<file path="config.mk">
export PLATFORM = sky130hd
export DESIGN_NAME = time2stamp_flat
export DESIGN_NICKNAME = d
export VERILOG_FILES = /design/src/rtl/time2stamp_if.sv /design/src/rtl/time2stamp.sv /design/src/flat_wrapper.sv
export SDC_FILE = /design/constraint.sdc
export NUM_CORES = 1
export LEC_CHECK = 0
export CORE_UTILIZATION = 35
export CTS_CLUSTER_SIZE = 20
export DETAILED_ROUTE_END_ITERATION = 6
export PLACE_DENSITY = 0.49
export SETUP_SLACK_MARGIN = 0.15
export SLEW_MARGIN = 5
export SYNTH_ARGS = -nofsm -noshare
export SYNTH_HDL_FRONTEND = slang
export SYNTH_SLANG_ARGS = --single-unit
</file>
<file path="constraint.sdc">
create_clock -name clk -period 19.49 [get_ports clk]
set_clock_uncertainty 0.1 [all_clocks]
set_input_delay 3.898 -clock clk [delete_from_list [all_inputs] [get_ports clk]]
set_output_delay 3.898 -clock clk [all_outputs]
set_load 0.01 [all_outputs]
</file>
<file path="src/rtl/time2stamp_if.sv">
// Request/result bundle for the BCD calendar-to-Unix-seconds converter.
// The requester owns start and the BCD fields; the converter owns busy/done/err/stamp.
interface time2stamp_if;
  logic        start;
  logic [15:0] year_bcd;
  logic [7:0]  month_bcd;
  logic [7:0]  day_bcd;
  logic [7:0]  hour_bcd;
  logic [7:0]  minute_bcd;
  logic [7:0]  second_bcd;
  logic        busy;
  logic        done;
  logic        err;
  logic [63:0] stamp;

  modport master (
    output start, year_bcd, month_bcd, day_bcd, hour_bcd, minute_bcd, second_bcd,
    input  busy, done, err, stamp
  );

  modport slave (
    input  start, year_bcd, month_bcd, day_bcd, hour_bcd, minute_bcd, second_bcd,
    output busy, done, err, stamp
  );
endinterface

</file>
<file path="src/rtl/time2stamp.sv">
// Converts a BCD calendar date/time (1970..2099) into Unix seconds by iterating
// over whole years and months, then combining with the time of day.
module time2stamp (
  input  logic          clk,
  input  logic          rst_n,
  time2stamp_if.slave   bus,
  output logic [2:0]    o_dbg_state
);
  localparam logic [2:0] S_IDLE    = 3'd0;
  localparam logic [2:0] S_DECODE  = 3'd1;
  localparam logic [2:0] S_YEARS   = 3'd2;
  localparam logic [2:0] S_MONTHS  = 3'd3;
  localparam logic [2:0] S_COMBINE = 3'd4;
  localparam logic [2:0] S_DONE    = 3'd5;
  localparam logic [2:0] S_ERR     = 3'd6;

  logic [2:0]  r_state;
  logic [15:0] r_y_bcd;
  logic [7:0]  r_mo_bcd, r_d_bcd, r_h_bcd, r_mi_bcd, r_s_bcd;
  logic [11:0] r_year, r_iter;
  logic [3:0]  r_month, r_mon_iter;
  logic [4:0]  r_day, r_hour;
  logic [5:0]  r_min, r_sec;
  logic [15:0] r_acc;
  logic        r_done, r_err;
  logic [63:0] r_stamp;

  function automatic logic [6:0] bcd2bin(input logic [7:0] b);
    return 7'(b[7:4]) * 7'd10 + 7'(b[3:0]);
  endfunction

  function automatic logic [4:0] month_len(input logic [3:0] m, input logic leap);
    case (m)
      4'd2:                      return leap ? 5'd29 : 5'd28;
      4'd4, 4'd6, 4'd9, 4'd11:   return 5'd30;
      default:                   return 5'd31;
    endcase
  endfunction

  logic [55:0] w_all_bcd;
  logic        w_nib_ok;
  logic [13:0] w_year_bin;
  logic [6:0]  w_mo_bin, w_d_bin, w_h_bin, w_mi_bin, w_s_bin;
  logic [4:0]  w_dim;
  logic        w_valid;
  logic [8:0]  w_year_len;
  logic [4:0]  w_mon_len;
  logic [16:0] w_days;
  logic [39:0] w_secs;

  assign w_all_bcd = {r_y_bcd, r_mo_bcd, r_d_bcd, r_h_bcd, r_mi_bcd, r_s_bcd};

  always_comb begin
    w_nib_ok = 1'b1;
    for (int i = 0; i < 14; i++) begin
      if (w_all_bcd[i*4 +: 4] > 4'd9) w_nib_ok = 1'b0;
    end
  end

  assign w_year_bin = 14'(r_y_bcd[15:12]) * 14'd1000 + 14'(r_y_bcd[11:8]) * 14'd100
                    + 14'(r_y_bcd[7:4]) * 14'd10 + 14'(r_y_bcd[3:0]);
  assign w_mo_bin = bcd2bin(r_mo_bcd);
  assign w_d_bin  = bcd2bin(r_d_bcd);
  assign w_h_bin  = bcd2bin(r_h_bcd);
  assign w_mi_bin = bcd2bin(r_mi_bcd);
  assign w_s_bin  = bcd2bin(r_s_bcd);
  assign w_dim    = month_len(w_mo_bin[3:0], w_year_bin[1:0] == 2'b00);

  // Day range is only trusted once month is known to be 1..12.
  assign w_valid = w_nib_ok
                && (w_year_bin >= 14'd1970) && (w_year_bin <= 14'd2099)
                && (w_mo_bin >= 7'd1) && (w_mo_bin <= 7'd12)
                && (w_d_bin >= 7'd1) && (w_d_bin <= 7'(w_dim))
                && (w_h_bin <= 7'd23) && (w_mi_bin <= 7'd59) && (w_s_bin <= 7'd59);

  // Divisible-by-4 is the exact leap rule across 1970..2099.
  assign w_year_len = (r_iter[1:0] == 2'b00) ? 9'd366 : 9'd365;
  assign w_mon_len  = month_len(r_mon_iter, r_year[1:0] == 2'b00);
  assign w_days     = 17'(r_acc) + 17'(r_day) - 17'd1;
  assign w_secs     = 40'(w_days) * 40'd86400 + 40'(r_hour) * 40'd3600
                    + 40'(r_min) * 40'd60 + 40'(r_sec);

  always_ff @(posedge clk or negedge rst_n) begin
    if (!rst_n) begin
      r_state <= S_IDLE;
      r_y_bcd <= '0; r_mo_bcd <= '0; r_d_bcd <= '0;
      r_h_bcd <= '0; r_mi_bcd <= '0; r_s_bcd <= '0;
      r_year <= '0; r_iter <= '0; r_month <= '0; r_mon_iter <= '0;
      r_day <= '0; r_hour <= '0; r_min <= '0; r_sec <= '0;
      r_acc <= '0; r_done <= 1'b0; r_err <= 1'b0; r_stamp <= '0;
    end else begin
      r_done <= 1'b0;
      case (r_state)
        S_IDLE: begin
          if (bus.start && !r_done) begin
            r_y_bcd  <= bus.year_bcd;   r_mo_bcd <= bus.month_bcd;
            r_d_bcd  <= bus.day_bcd;    r_h_bcd  <= bus.hour_bcd;
            r_mi_bcd <= bus.minute_bcd; r_s_bcd  <= bus.second_bcd;
            r_err    <= 1'b0;
            r_state  <= S_DECODE;
          end
        end
        S_DECODE: begin
          if (w_valid) begin
            r_year  <= w_year_bin[11:0]; r_month <= w_mo_bin[3:0];
            r_day   <= w_d_bin[4:0];     r_hour  <= w_h_bin[4:0];
            r_min   <= w_mi_bin[5:0];    r_sec   <= w_s_bin[5:0];
            r_acc   <= '0;
            r_iter  <= 12'd1970;
            r_state <= S_YEARS;
          end else begin
            r_state <= S_ERR;
          end
        end
        S_YEARS: begin
          if (r_iter < r_year) begin
            r_acc  <= r_acc + 16'(w_year_len);
            r_iter <= r_iter + 12'd1;
          end else begin
            r_mon_iter <= 4'd1;
            r_state    <= S_MONTHS;
          end
        end
        S_MONTHS: begin
          if (r_mon_iter < r_month) begin
            r_acc      <= r_acc + 16'(w_mon_len);
            r_mon_iter <= r_mon_iter + 4'd1;
          end else begin
            r_state <= S_COMBINE;
          end
        end
        S_COMBINE: begin
          r_stamp <= {24'd0, w_secs};
          r_done  <= 1'b1;
          r_state <= S_DONE;
        end
        S_DONE:  r_state <= S_IDLE;
        S_ERR: begin
          r_done  <= 1'b1;
          r_err   <= 1'b1;
          r_state <= S_IDLE;
        end
        default: r_state <= S_IDLE;
      endcase
    end
  end

  // Handshake: start is sampled only when busy is low; busy covers every
  // non-IDLE state plus the done pulse cycle, so no request is ever queued.
  assign bus.busy  = (r_state != S_IDLE) || r_done;
  assign bus.done  = r_done;
  assign bus.err   = r_err;
  assign bus.stamp = r_stamp;
  assign o_dbg_state = r_state;
endmodule
</file>
<file path="src/flat_wrapper.sv">
// flat-port wrapper written by rule: the top's interface ports become plain ports
module time2stamp_flat 
  (clk, rst_n, o_dbg_state, bus_start, bus_year_bcd, bus_month_bcd, bus_day_bcd, bus_hour_bcd, bus_minute_bcd, bus_second_bcd, bus_busy, bus_done, bus_err, bus_stamp);
  time2stamp_if bus_i ();
  input  logic clk;
  input  logic rst_n;
  output logic [2:0] o_dbg_state;
  input wire logic [$bits(bus_i.start)-1:0] bus_start;
  input wire logic [$bits(bus_i.year_bcd)-1:0] bus_year_bcd;
  input wire logic [$bits(bus_i.month_bcd)-1:0] bus_month_bcd;
  input wire logic [$bits(bus_i.day_bcd)-1:0] bus_day_bcd;
  input wire logic [$bits(bus_i.hour_bcd)-1:0] bus_hour_bcd;
  input wire logic [$bits(bus_i.minute_bcd)-1:0] bus_minute_bcd;
  input wire logic [$bits(bus_i.second_bcd)-1:0] bus_second_bcd;
  output wire logic [$bits(bus_i.busy)-1:0] bus_busy;
  output wire logic [$bits(bus_i.done)-1:0] bus_done;
  output wire logic [$bits(bus_i.err)-1:0] bus_err;
  output wire logic [$bits(bus_i.stamp)-1:0] bus_stamp;
  assign bus_i.start = bus_start;
  assign bus_i.year_bcd = bus_year_bcd;
  assign bus_i.month_bcd = bus_month_bcd;
  assign bus_i.day_bcd = bus_day_bcd;
  assign bus_i.hour_bcd = bus_hour_bcd;
  assign bus_i.minute_bcd = bus_minute_bcd;
  assign bus_i.second_bcd = bus_second_bcd;
  assign bus_busy = bus_i.busy;
  assign bus_done = bus_i.done;
  assign bus_err = bus_i.err;
  assign bus_stamp = bus_i.stamp;
  time2stamp u_core (.clk(clk), .rst_n(rst_n), .bus(bus_i), .o_dbg_state(o_dbg_state));
endmodule
</file>
# --- After elaboration in Yosys (flattened, before gate mapping) ---
# Cells that the tools add are included.
word_totals:
  regBits: 171
  latchBits: 0
  ram_bits: 0
  mem_bits_ro: 0
  input_bits: 59
  out_inout_bits: 70
  word_cells: 161
  n_memories: 0
op_classes:
  n_addsub: 17
  mul: 11
  div_mod_pow: 0
  order_cmp: 25
  eq_ne: 21
  shifts: 0
  n_mux: 37
  bitwise_logic: 0
  n_reduce_logical: 31
ops:
  columns: ["operator", "n"]
  rows:
  - ["$gt 4x4->1 const B", 14]
  - ["$mux 16", 3]
  - ["$pmux 16 s3", 1]
  - ["$add 40x12->40", 1]
  - ["$add 40x6->40", 1]
  - ["$add 34x17->35", 1]
  - ["$add 7x4->7", 5]
  - ["$mul 4x3->6 const B", 5]
  - ["$mul 17x10->27 const B", 1]
  - ["$mux 12", 2]
  - ["$pmux 12 s2", 1]
  - ["$pmux 5 s2", 2]
  - ["$mux 1", 18]
  - ["$add 16x5->17", 1]
  - ["$sub 17x1->17 const B", 1]
  - ["$add 16x5->16", 1]
  - ["$add 16x9->16", 1]
  - ["$eq 4x3->1 const B", 4]
  - ["$eq 4x4->1 const B", 4]
  - ["$pmux 3 s5", 1]
  - ["$add 14x11->14", 1]
  - ["$add 14x4->14", 1]
  - ["$add 14x8->14", 1]
  - ["$ge 14x11->1 const B", 1]
  - ["other kinds (38)", 70]

# --- Logic depth before layout (Yosys ltp) ---
depth:
  ltp_word: 26
  mapped_depth: 38

# --- Worst setup path before layout ---
# No wires, ideal clock.
synth_timing:
  path_type: "reg-to-reg"
  from: "register u_core.r_acc[1]"
  to: "register u_core.r_stamp[33], in the netlist u_core.bus.stamp[33]"
  arrival_time_ns: 7.799
  required_ns: 19.308
  slack_ns: 11.509
  path_stages_with_launch: 38
  n_path_buf: 1
  synth_period_minus_slack_ns: 7.981
  cell_sequence: "dfrtp_1 -> inv_1 -> ha_1 -> inv_1 -> ha_1 -> inv_1 -> fa_1 -> nor2b_1 -> o21ai_0 -> a21boi_1 -> o21ai_0 -> nand2b_1 -> a21o_1 -> a21o_1 -> a21o_1 -> a21o_1 -> a31oi_1 -> mux2i_1 -> [2 not listed] -> inv_1 -> ha_1 -> ha_1 -> ha_1 -> ha_1 -> clkbuf_1 -> a21o_1 -> a21o_1 -> a21o_1 -> a41oi_1 -> a21oi_1 -> a21o_1 -> a21oi_1 -> xor2_1 -> and4bb_2 -> xnor2_2 -> or4_1 -> a31oi_1"
synth_via:
  elab_chain_len: 6
synth_rtl:
  columns: ["element", "line_no", "text"]
  rows:
  - ["start: declaration", "time2stamp.sv:24", "logic [15:0] r_acc;"]
  - ["start signal: assignment", "time2stamp.sv:117", "r_acc <= r_acc + 16'(w_year_len);"]
  - ["start signal: assignment", "time2stamp.sv:126", "r_acc <= r_acc + 16'(w_mon_len);"]
  - ["$add 16x5->17", "time2stamp.sv:79", "assign w_days = 17'(r_acc) + 17'(r_day) - 17'd1;"]
  - ["$sub 17x1->17", "time2stamp.sv:79", null]
  - ["$mul 17x10->27", "time2stamp.sv:80", "assign w_secs = 40'(w_days) * 40'd86400 + 40'(r_hour) * 40'd3600"]
  - ["$add 34x17->35", "time2stamp.sv:80", null]
  - ["$add 40x12->40", "time2stamp.sv:81", "+ 40'(r_min) * 40'd60 + 40'(r_sec);"]
  - ["$add 40x6->40", "time2stamp.sv:81", null]
  - ["end signal: assignment", "time2stamp.sv:133", "r_stamp <= {24'd0, w_secs};"]
  - ["end: declaration", "time2stamp.sv:26", "logic [63:0] r_stamp;"]
# Every way passes these cells.
# A chain may end at the register's enable or synchronous reset.

# --- Final worst setup path ---
layout_timing:
  from: "register u_core.r_acc[1]"
  to: "register u_core.r_stamp[32], in the netlist u_core.bus.stamp[32]"
# Same word-level chain as after synthesis.

==> flow_summary.yaml <==
cells_and_area:
  fin_cells: 2647
  final_nets: 2392
  final_layout_size_suffix_gt1_frac: 0.0761
  fin_util: 0.400
  area_delta_synth_final_pct: 12.7
  diodes: 0
synth:
  synth_common_cells: "ha_1, inv_1, dfrtp_1"
  synth_seq_cells: 167
  synth_top_cell_area_share: 0.240
  synth_edf_count: 0
  syn_avg_cell_area_um2: 9.22
  synth-warning-count: 0
  ys_seq_area_frac: 0.240
  synth_area_leaders: "dfrtp_1, ha_1, fa_1"
  synth_area_mm2: 0.0174
  synth.most_common_cell: "ha_1"
  synthCells: 1884
  synthFlopType: "dfrtp_1"
  yosysTopAreaCell: "dfrtp_1"
  synth_cell_type_count: 96
  async_reset_ff_frac: 1.00
route:
  wl_mm: 37.2
  wl_per_cell_um: 14.1
  via_count: 12800
  drc: 0
  ant_nets: 0
  via_per_inst: 4.85
  drtIter0Drc: 524
  dr.pass1.iters: 5
clock_tree:
  htreeDepth: 4
  cts_sinks: 167
  insertion_delay_ps: 470
  cts_tree: "built"
  post-cts-setup-buffers: 0
  clkTransAtPathRegs_ps: 70
  hold_buffers: 0
  numCtsBuffers: 17
  clock-root-buffer: "clkbuf_16"
  ctsLongestPathBuffers: 2
  post_cts_resized: 0
setup_path:
  crit_required_ps: 19740
  critPathBufInv: 6
  critPathKind: "reg2reg"
  regToRegEndpoint: "u_core.bus.stamp[32]"
  crit_path_start_kind: "flop"
  worstPathArrival_ps: 9080
  end_kind: "flop"
  cp_common_cell: "inv_1"
  reg2reg_from: "u_core.r_acc[1]"
  crit_fanout: 9
  crit_family: "simple AND/OR/NAND/NOR gates"
  r2r_slack_ps: 10660
  critPathMaxStageDelay_ps: 860
  r2r_cells: 37
  slowest_stage: "nor4b_1"
die:
  die_w_um: 225
  core-area_mm2: 0.0490
  die_area_mm2: 0.0506
  rows: 81
  die_h_um: 225
  start_util: 0.355
  ioPinCount: 129
status:
  status: "finished, final reports clean"
timing:
  finalMaxSlewViolations: 0
  rsz0062_at_grt: "no"
  fin_crit_sh: 0.453
  hold_viol_final: 0
  relSlewSlack: 0.342
  tightest_slew_ps: 973
  period_needed_ps: 8830
  finalSetupTns_ps: 0
  timing.fmax_mhz: 113
  setup_viol: 0
placed_design:
  gp_congestion: 0.828
  dp_cells: 2615
  numPortBuffers: 100
  dp_hpwl_mm: 30.3
grt:
  grt_max_degree: 65
  grt-ovfl-total: 0
  antenna_found_initial: 0
  gr-usage-all-layers: 0.155
  grt_pass1_vias: 13000
  grt_pass1_wl_mm: 63.3
hold_path:
  min_to: "u_core.r_month[0]"
  holdPathStages: 2
  hold_path.class: "reg2reg"
  worstHoldStart: "u_core.r_month[0]"
flow_run:
  drv_cap: 0
stage by stage:
stage          instance area [µm²]  hold WS, ps  setup WS, ps
2_1_floorplan                17500          333         11510
3_3_place_gp                 19000          349         10840
3_5_place_dp                 19000          354         10640
4_1_cts                      19600          369         10570
5_1_grt                      19600          387          9780
6_report                     19600          362         10660
how the worst max path moves through the flow:
stage | from | endpoint | cells after the start
3_3_place_gp | u_core.r_acc[1] | u_core.bus.stamp[32] | 37
6_report | u_core.r_acc[1] | u_core.bus.stamp[32] | 37
5_1_grt | u_core.r_acc[1] | u_core.bus.stamp[32] | 37
3_5_place_dp | u_core.r_acc[1] | u_core.bus.stamp[32] | 37
2_1_floorplan | u_core.r_acc[1] | u_core.bus.stamp[33] | 37
4_1_cts | u_core.r_acc[1] | u_core.bus.stamp[32] | 37
logic make-up (layout without fill, tap and decap cells):
group	count (synthesis)	after routing	synth area share
AOI/OAI and AO/OA	388	388	0.145
xor gates and xnor gates	147	147	0.0749
adders and majority gates	365	365	0.294
buffers and inverters	309	381	0.0739
DFF	167	167	0.240
muxes	69	69	0.0444
other	1	28	0.000216
and+or+nand+nor	438	438	0.126
layout make-up:
| cell class | instances | area, µm² |
|---|---|---|
| clock inverters | 13 | 161 |
| inverters | 242 | 908 |
| multi-input cells | 1435 | 12000 |
| repair buffers | 107 | 1050 |
| well taps | 664 | 831 |
| clock buffers | 19 | 443 |
| flip-flops and latches | 167 | 4180 |
| fillers | 4938 | 29400 |
layout by cell type, fill, tap and decap left out, types with 4 or more instances in the layout:
cell,count
a21oi_1,80
o211ai_1,14
or3_1,6
a2111oi_0,5
clkdlybuf4s50_1,99
inv_1,241
ha_1,289
o21ai_1,6
mux2_2,65
o21bai_1,9
a211oi_1,12
nor2_1,83
and3b_1,4
conb_1,28
nand3_1,28
and2_1,9
mux2i_1,4
a31oi_1,16
nor3_1,23
fa_1,74
nand2b_1,20
xor2_1,55
buf_4,7
xnor2_1,90
o31ai_1,10
and3_1,10
or2_2,7
nor3b_1,5
dfrtp_1,167
a31o_2,5
nand4_1,20
clkbuf_16,17
o2111ai_1,8
clkinv_4,4
a21o_1,49
o21a_1,12
nor2b_1,19
nand2_1,165
o21ai_0,115
per-layer routing:
| metal | vias up | track usage | wire length, µm |
|---|---|---|---|
| met2 | 137 | 0.265 | 17800 |
| met5 | - | 0 | 0 |
| met4 | 0 | 0.0426 | 501 |
| li1 | 6592 | - | - |
| met1 | 6078 | 0.201 | 18000 |
| met3 | 25 | 0.0253 | 934 |
registers in the layout, indices dropped and copies added, names as in the netlist, 8 cells and up:
register and flops:
u_core.bus.stamp 36, u_core.r_acc 16, u_core.r_y_bcd 16, u_core.r_iter 12, u_core.r_year 12, u_core.r_d_bcd 8, u_core.r_h_bcd 8, u_core.r_mi_bcd 8
u_core.r_mo_bcd 8, u_core.r_s_bcd 8
worst reg2reg max path, delay by kind of cell, from the launching register on:
kind	cells	cell delay [ps]
adder cells (fa/ha/maj)	7	2270
multiplexers	2	410
XOR/XNOR	3	950
buffers and inverters	6	360
AND/OR/NAND/NOR	9	2440
AO/OA/AOI/OAI	10	1810
flip-flops	1	370
Power is left out: the tool's default activity adds up to more than one toggle a clock period on the data nets, which glitch-free logic cannot reach.
